<file path="config.mk">
export PLATFORM = sky130hd
export DESIGN_NAME = micro_sequencer
export DESIGN_NICKNAME = d
export VERILOG_FILES = /design/src/rtl/micro_sequencer.sv
export SDC_FILE = /design/constraint.sdc
export NUM_CORES = 2
export LEC_CHECK = 0
export BUFFER_PORTS_ARGS = -buffer_cell sky130_fd_sc_hd__buf_2
export CORE_MARGIN = 4
export CORE_UTILIZATION = 57
export CTS_CLUSTER_DIAMETER = 50
export DETAILED_ROUTE_END_ITERATION = 12
export PLACE_DENSITY = 0.81
export SLEW_MARGIN = 20
export SYNTH_ARGS = -nofsm -noshare
export SYNTH_HDL_FRONTEND = slang
export SYNTH_SLANG_ARGS = --single-unit
</file>
<file path="constraint.sdc">
create_clock -name clock -period 3.65 [get_ports clock]
set_clock_uncertainty 0.15 [all_clocks]
set_input_delay 0.365 -clock clock [delete_from_list [all_inputs] [get_ports clock]]
set_output_delay 0.365 -clock clock [all_outputs]
set_load 0.02 [all_outputs]
</file>
<file path="src/rtl/micro_sequencer.sv">
// Stage-1 microsequencer: uPC, writable control store, next-address select,
// and a one-deep valid/ready issue register for the ALU/SH/C/T fields.
module micro_sequencer #(
  parameter int UADDR_W    = 6,
  parameter int RESET_ADDR = 0,
  parameter int NCOND      = 8
) (
  input  logic                 clock,
  input  logic                 reset_n,
  input  logic                 run,
  input  logic [NCOND-1:0]     cond_in,
  input  logic [UADDR_W-1:0]   dispatch_addr,
  input  logic                 store_we,
  input  logic [UADDR_W-1:0]   store_addr,
  input  logic [23+UADDR_W:0]  store_data,
  output logic [3:0]           ALU_out,
  output logic [1:0]           SH_out,
  output logic [5:0]           C_out,
  output logic [6:0]           T_out,
  output logic                 out_valid,
  input  logic                 out_ready,
  output logic [UADDR_W-1:0]   upc
);

  localparam int DEPTH = 2 ** UADDR_W;

  localparam logic [1:0] NS_SEQ  = 2'b00;
  localparam logic [1:0] NS_JUMP = 2'b01;
  localparam logic [1:0] NS_BR   = 2'b10;
  localparam logic [1:0] NS_DISP = 2'b11;

  typedef struct packed {
    logic [3:0]         alu;
    logic [1:0]         sh;
    logic [5:0]         c;
    logic [6:0]         t;
    logic [1:0]         nsel;
    logic [2:0]         cond;
    logic [UADDR_W-1:0] addr;
  } uword_t;

  logic [23+UADDR_W:0] store [DEPTH];
  uword_t              word;
  logic [7:0]          cond_ext;
  logic [UADDR_W-1:0]  upc_inc;
  logic [UADDR_W-1:0]  next_upc;
  logic                advance;

  // Read is combinational, so a same-edge write is seen only by later fetches.
  assign word    = uword_t'(store[upc]);
  assign upc_inc = upc + UADDR_W'(1);
  assign advance = run & (~out_valid | out_ready);

  // Unimplemented condition selects read as zero, so such branches fall through.
  always_comb begin
    cond_ext             = '0;
    cond_ext[NCOND-1:0]  = cond_in;
  end

  always_comb begin
    next_upc = upc_inc;
    case (word.nsel)
      NS_SEQ:  next_upc = upc_inc;
      NS_JUMP: next_upc = word.addr;
      NS_BR:   next_upc = cond_ext[word.cond] ? word.addr : upc_inc;
      NS_DISP: next_upc = dispatch_addr;
      default: next_upc = upc_inc;
    endcase
  end

  always_ff @(posedge clock) begin
    if (store_we) store[store_addr] <= store_data;
  end

  always_ff @(posedge clock or negedge reset_n) begin
    if (!reset_n) begin
      upc       <= UADDR_W'(RESET_ADDR);
      out_valid <= 1'b0;
      ALU_out   <= '0;
      SH_out    <= '0;
      C_out     <= '0;
      T_out     <= '0;
    end else if (advance) begin
      upc       <= next_upc;
      out_valid <= 1'b1;
      ALU_out   <= word.alu;
      SH_out    <= word.sh;
      C_out     <= word.c;
      T_out     <= word.t;
    end else if (out_ready) begin
      out_valid <= 1'b0;
    end
  end

endmodule

</file>
## Word level (Yosys, flattened, before mapping)

Memories as Yosys holds them, arrays and structs flattened.
Cells that the tools add are included.

- ROM bits: 0
- RAM bits: 1,920
- Word-level logic and storage cells: 25
- Bits in registers: 26
- Bits in latches: 0
- Memories kept: 1

Memory list:

| memory | depth | bits a word | read ports | clocked after memory_dff | write ports | line | source |
|---|---|---|---|---|---|---|---|
| store | 64 | 30 | 1 | 0 | 1 | 42 | `logic [23+UADDR_W:0] store [DEPTH];` |

- Add/subtract/negate cells: 1
- Shifts and indexed selects: 0
- Multipliers: 0
- Bitwise gates (word level): 3
- $lt $le $gt $ge: 1
- Div/mod/pow operators: 0
- Reduce and logical (&&, ||, !) cells: 2
- Eq/ne operators: 3
- Mux-type cells: 8

Operators with widths:

| operator | number |
|---|---|
| 6-bit case mux with 4 select lines | 1 |
| 6-bit by 1-bit adder with 6-bit output (second input constant) | 1 |
| 6-bit 2-to-1 mux | 1 |
| 1-bit 2-to-1 mux | 5 |
| 2-bit equality test (second input constant) | 2 |
| 3-bit by 4-bit < comparator with 1-bit output (second input constant) | 1 |
| 1-bit binary-select mux with 3-bit select | 1 |
| 2-bit by 1-bit equality test with 1-bit output (second input constant) | 1 |
| 2-bit zero test | 1 |
| 2-bit nonzero test | 1 |
| 1-bit bitwise AND | 1 |
| 1-bit NOT | 1 |
| 1-bit bitwise OR | 1 |

## Depth between registers and ports, before layout

An unclocked memory read counts as a cell.

- Depth in word-level cells: 5
- Gate-level depth with buffers: 16
- Depth with buffers taken out: 10

## Worst setup path after synthesis

No wires, ideal clock.

- Kind: register -> register
- Start: reg upc[0]
- End: reg upc[5]
- Period minus slack after synthesis: 3,559 ps
- Arrival: 3,287 ps
- Library setup time: 122 ps
- Buffers on the path: 2
- Slack: 91 ps
- Cell stages (with the launch flop): 11
- Cells stage by stage: dfrtp_1 buf_6 buf_6 mux4_2 a221oi_1 o22ai_1 a211oi_1 mux2_2 mux2_4 or3_1 a32o_1

- Word-level cells in the longest chain between the ends: 5
- Elaborated cells on any way between the ends: 10
- Classes of those cells: add/sub (1); eq/ne (3); mux (4); reduce/logical (1); memory (1)

RTL lines:

| what | line | source |
|---|---|---|
| from (decl) | 22 | `output logic [UADDR_W-1:0] upc` |
| from (signal assigned) | 77 | `upc <= UADDR_W'(RESET_ADDR);` |
| from (signal assigned) | 84 | `upc <= next_upc;` |
| memory read 64 x 30 bit | -- |  |
| 1-bit binary-select mux with 3-bit select | 65 | `NS_BR: next_upc = cond_ext[word.cond] ? word.addr : upc_inc;` |
| 1-bit 2-to-1 mux (not written as such) | 65 |  |
| 6-bit 2-to-1 mux | 65 |  |
| 6-bit case mux with 4 select lines * | 62 | `case (word.nsel)` |

Mark *: on every way between the ends. The rest lies on a longest branch, timed or not. The select of a mux whose other input is x is not followed.
A chain may end at the register's enable or synchronous reset.

## Final worst setup path

- Start: reg upc[0]
- End: reg upc[3]

The elaborated chain is that of the path after synthesis.

==> results.tsv <==
stage	metric	value	unit
status	result_of_the_run	finished with violations	
status	failing_checks	negative hold slack, negative setup slack	
sta	hold_worst_slack	-0.00273	ns
logic_synthesis	synth_top_flop_cell	edfxtp_1	
detailed_routing	initialDrtViolationCount	6173	
detailed_routing	drt.antenna.violating_nets	0	
final_layout	multiInputGateArea	0.0165	sq mm
worst_setup_path	crit_path_end_kind	register	
logic_synthesis	synthesis.yosys.warnings	0	
sta	finalSetupTns	-0.00389	ns
floorplanning	initial_core_util	57.4	%
place	postPlaceCellArea	0.0798	sq mm
clocking	clock-sinks	1946	
detailed_routing	detail_route.vias_per_cell	6.93	
floorplanning	floorplan.die_area	0.138	sq mm
clocking	cts_htree_levels	4	
sta	rsz0062_at_grt	true	
clocking	tritoncts	yes	
place	post_detailed_placement_half_perimeter_wirelength	103000	microns
clocking	clk-insertion-delay-late	0.81	ns
clocking	path_clk_slew	0.06	ns
power_and_ir_drop	irDropWorstVdd	0.861	mV
clocking	clockBufferDepth	3	
final_layout	stdcell_area	0.0865	sq mm
detailed_routing	drc_errors	0	
floorplanning	row_count	133	
power_and_ir_drop	total_leakage_power	28.7	nW
detailed_routing	router_iterations_before_antenna_repair	7	
final_layout	final_layout_size_suffix_gt1_share	23.2	%
sta	final-max-slew-violation-count	0	
floorplanning	dieHeight	372	microns
worst_setup_path	required_worst_endpoint	4.18	ns
grt	globalRouteOverflowTotal	0	
detailed_routing	drt_wl_total	197000	microns
logic_synthesis	async_reset_ff_share	1.34	%
detailed_routing	wl_per_cell	33.0	microns
logic_synthesis	synth_cell_types	56	
sta	clock.fmax	0.274	GHz
worst_hold_path	hold_path_class	in -> reg	
logic_synthesis	synth_cells	3721	
worst_setup_path	critPathArrivalTime	4.18	ns
logic_synthesis	synth_largest_type_area_fraction	76.4	%
sta	finalCriticalPeriod	3.65	ns
detailed_routing	routed-via-count	41250	
final_layout	fillers	7995	
logic_synthesis	yosysSeqAreaShare	77.2	%
run	drv.max_cap_violation_count	0	
power_and_ir_drop	powerDensity	748	mW/mm^2
grt	largest_net_degree_at_the_start_of_global_routing	90	
floorplanning	core	0.131	sq mm
sta	relSlewSlack	23.2	%
clocking	number_of_cts_inserted_buffers	180	
sta	share_of_the_clock_period_used_by_the_worst_path	100	%
floorplanning	design.portCount	81	
worst_setup_path	setup.worst_path.start_class	register	
sta	setup_slack	-0.00389	ns
logic_synthesis	yosys-top-cells-area	edfxtp_1 (76%), mux4_2 (8.0%), mux2i_1 (5.9%)	
sta	setup-violations-final	1	
place	numPortBuffers	80	
worst_setup_path	worst-setup-path-type	reg -> reg	
clocking	clk_root_buffer_cell	clkbuf_16	
logic_synthesis	synth.largest_area_cell	edfxtp_1	
grt	grtUsageTotal	28.3	%
grt	grt_antenna_before_repair	20	
logic_synthesis	synth_fp_nets	3777	
logic_synthesis	synth-seq-cells	1946	
final_layout	final-seq-area	0.0583	sq mm
logic_synthesis	synth-edff-count	1920	
grt	grt_pass1_vias	41286	
grt	first_pass_grt_wire_length	282000	microns
sta	tightest_slew	1.15	ns
logic_synthesis	avgSynthCellArea	20.3	sq um
floorplanning	dieWidth	372	microns
final_layout	area_delta_synth_final	14.6	%
logic_synthesis	netlist_area_before_placement	0.0755	sq mm
worst_setup_path	cp_max_fanout	19	
place	gp_congestion	0.863	
final_layout	final_net_count	4095	
sta	timing.final.hold_violations	4	
## per-layer routing
metal  vias up  share of wire (%)  track usage (%)
met2      3332                 47             43.0
met3       537                 14             7.85
met5         -              0.055                0
li1      16316                  -                -
met4        16                4.3             11.9
met1     21049                 35             39.2
## worst max-delay path: stages (launching register included)
cell	delay (ns)
dfrtp_4	0.46
buf_4	0.14
buf_4	0.16
buf_16	0.22
mux4_2	0.52
a22oi_1	0.26
nand2_1	0.11
a211oi_2	0.24
buf_4	0.16
mux2_4	0.30
mux2_4	0.28
or3_1	0.31
a32o_1	0.22
## through the flow
stage | hold WS, ns | util, % | cells | total power [W] | worst slack (ns)
5_1_grt | 0.00451 | 65.8 | 5947 | 0.0667 | -0.0985
2_1_floorplan | -0.0806 | - | 3721 | 0.0384 | 0.0914
6_report | -0.00273 | 65.8 | 5955 | 0.0647 | -0.00389
4_1_cts | 0.00621 | 65.4 | 5925 | 0.0641 | 0.00528
3_5_place_dp | 0.337 | 60.7 | 5575 | 0.0448 | -0.217
3_3_place_gp | 0.328 | 60.7 | 5575 | 0.0443 | -0.265
## sequential cells by signal, summed over array words and instances (netlist names)
register	count
T_out	7
upc	6
ALU_out	4
SH_out	2
out_valid	1
store	1920
C_out	6
## report_power, final
group	internal, W	leakage [nW]	switching [W]
logic	0.00874	8.28	0.0118
registers	0.0249	17.6	0.000395
clock network	0.0108	2.88	0.00811
total	0.0444	28.7	0.0203
## cell families (layout without fill, tap and decap cells)
group	after synthesis	in the layout	share of synthesized area, %
adder cells (fa/ha/maj)	1	1	0.0166
flip-flops	1946	1946	77.2
XOR/XNOR	4	4	0.0464
AND/OR/NAND/NOR	265	265	1.53
multiplexers	719	719	14.0
other	0	10	0
buffers and inverters	227	696	1.68
AO/OA/AOI/OAI	559	559	5.50
## synth_stat cells (4+ instances only)
library cell  instances
nor2b_1              12
a211oi_1             77
mux2i_1             445
buf_2                36
mux2_2                5
edfxtp_1           1920
dfrtp_1              26
o211ai_1              4
a21o_1               19
or3_1                 4
nand3_1              18
nand2b_1             11
o21ai_0              38
o221ai_1            165
buf_6                20
a22o_1                5
o22ai_1              85
nand2_1             115
buf_4                41
a31oi_1               6
nor2_1               77
clkbuf_1            103
a22oi_1              29
nor3_1                9
buf_1                19
buf_8                 6
a21oi_1              66
mux4_2              267
nand4_1               4
a221oi_1             52
## placed cells by master, fill, tap and decap left out, drive strengths merged, types with 10 or more instances in the layout
| cell type | Yosys | final |
|---|---|---|
| dfrtp | 26 | 26 |
| mux2i | 445 | 445 |
| clkinv | 1 | 67 |
| nand3 | 19 | 19 |
| edfxtp | 1920 | 1920 |
| a21oi | 66 | 66 |
| dlygate4sd3 | 0 | 24 |
| nand2 | 115 | 115 |
| diode | 0 | 10 |
| a21o | 19 | 19 |
| a211oi | 77 | 77 |
| o21ai | 38 | 38 |
| clkbuf | 103 | 236 |
| o22ai | 85 | 85 |
| mux4 | 268 | 268 |
| a22oi | 29 | 29 |
| buf | 122 | 333 |
| nor2 | 77 | 77 |
| nor2b | 12 | 12 |
| a221oi | 52 | 52 |
| nand2b | 11 | 11 |
| o221ai | 165 | 165 |
| bufinv | 0 | 20 |
## final cells by class
cell class | instances | share of cell area (%)
Sequential cell | 1946 | 67.4
Clock buffer | 234 | 5.59
Antenna cell | 10 | 0.0289
Tap cell | 1755 | 2.54
Clock inverter | 99 | 1.25
Timing Repair Buffer | 361 | 4.02
Multi-Input combinational cell | 1548 | 19.1
Inverter | 2 | 0.0116
## path summary, 6_finish.rpt
kind | cells after the start | to | startpoint | slack (ns)
worst max-delay path | 12 | upc[3]$_DFFE_PN0P_ | upc[0]$_DFFE_PN0P_ | -0.004
worst min-delay path | 1 | store[44][28]$_DFFE_PP_ | store_data[28] | -0.003
worst max register to register | 12 | upc[3]$_DFFE_PN0P_ | upc[0]$_DFFE_PN0P_ | -0.004
worst min register to register | 1 | T_out[2]$_DFFE_PN0P_ | T_out[2]$_DFFE_PN0P_ | 0.36
max in group asynchronous | 2 | upc[3]$_DFFE_PN0P_ | reset_n | 2.59
min in group asynchronous | 2 | out_valid$_DFFE_PN0P_ | reset_n | 0.10
## timing repair
| item | in CTS | in global routing |
|---|---|---|
| pin swaps | 5 | 7 |
| resized for setup | 22 | 37 |
| hold buffers | 10 | 14 |
| cloned | 2 | 2 |
| setup buffers | 6 | 3 |
| endpoints found under the setup margin | 14 | 13 |
| endpoints found under the hold margin | 33 | 343 |
Note: power is estimated with default switching activity, not from simulation.
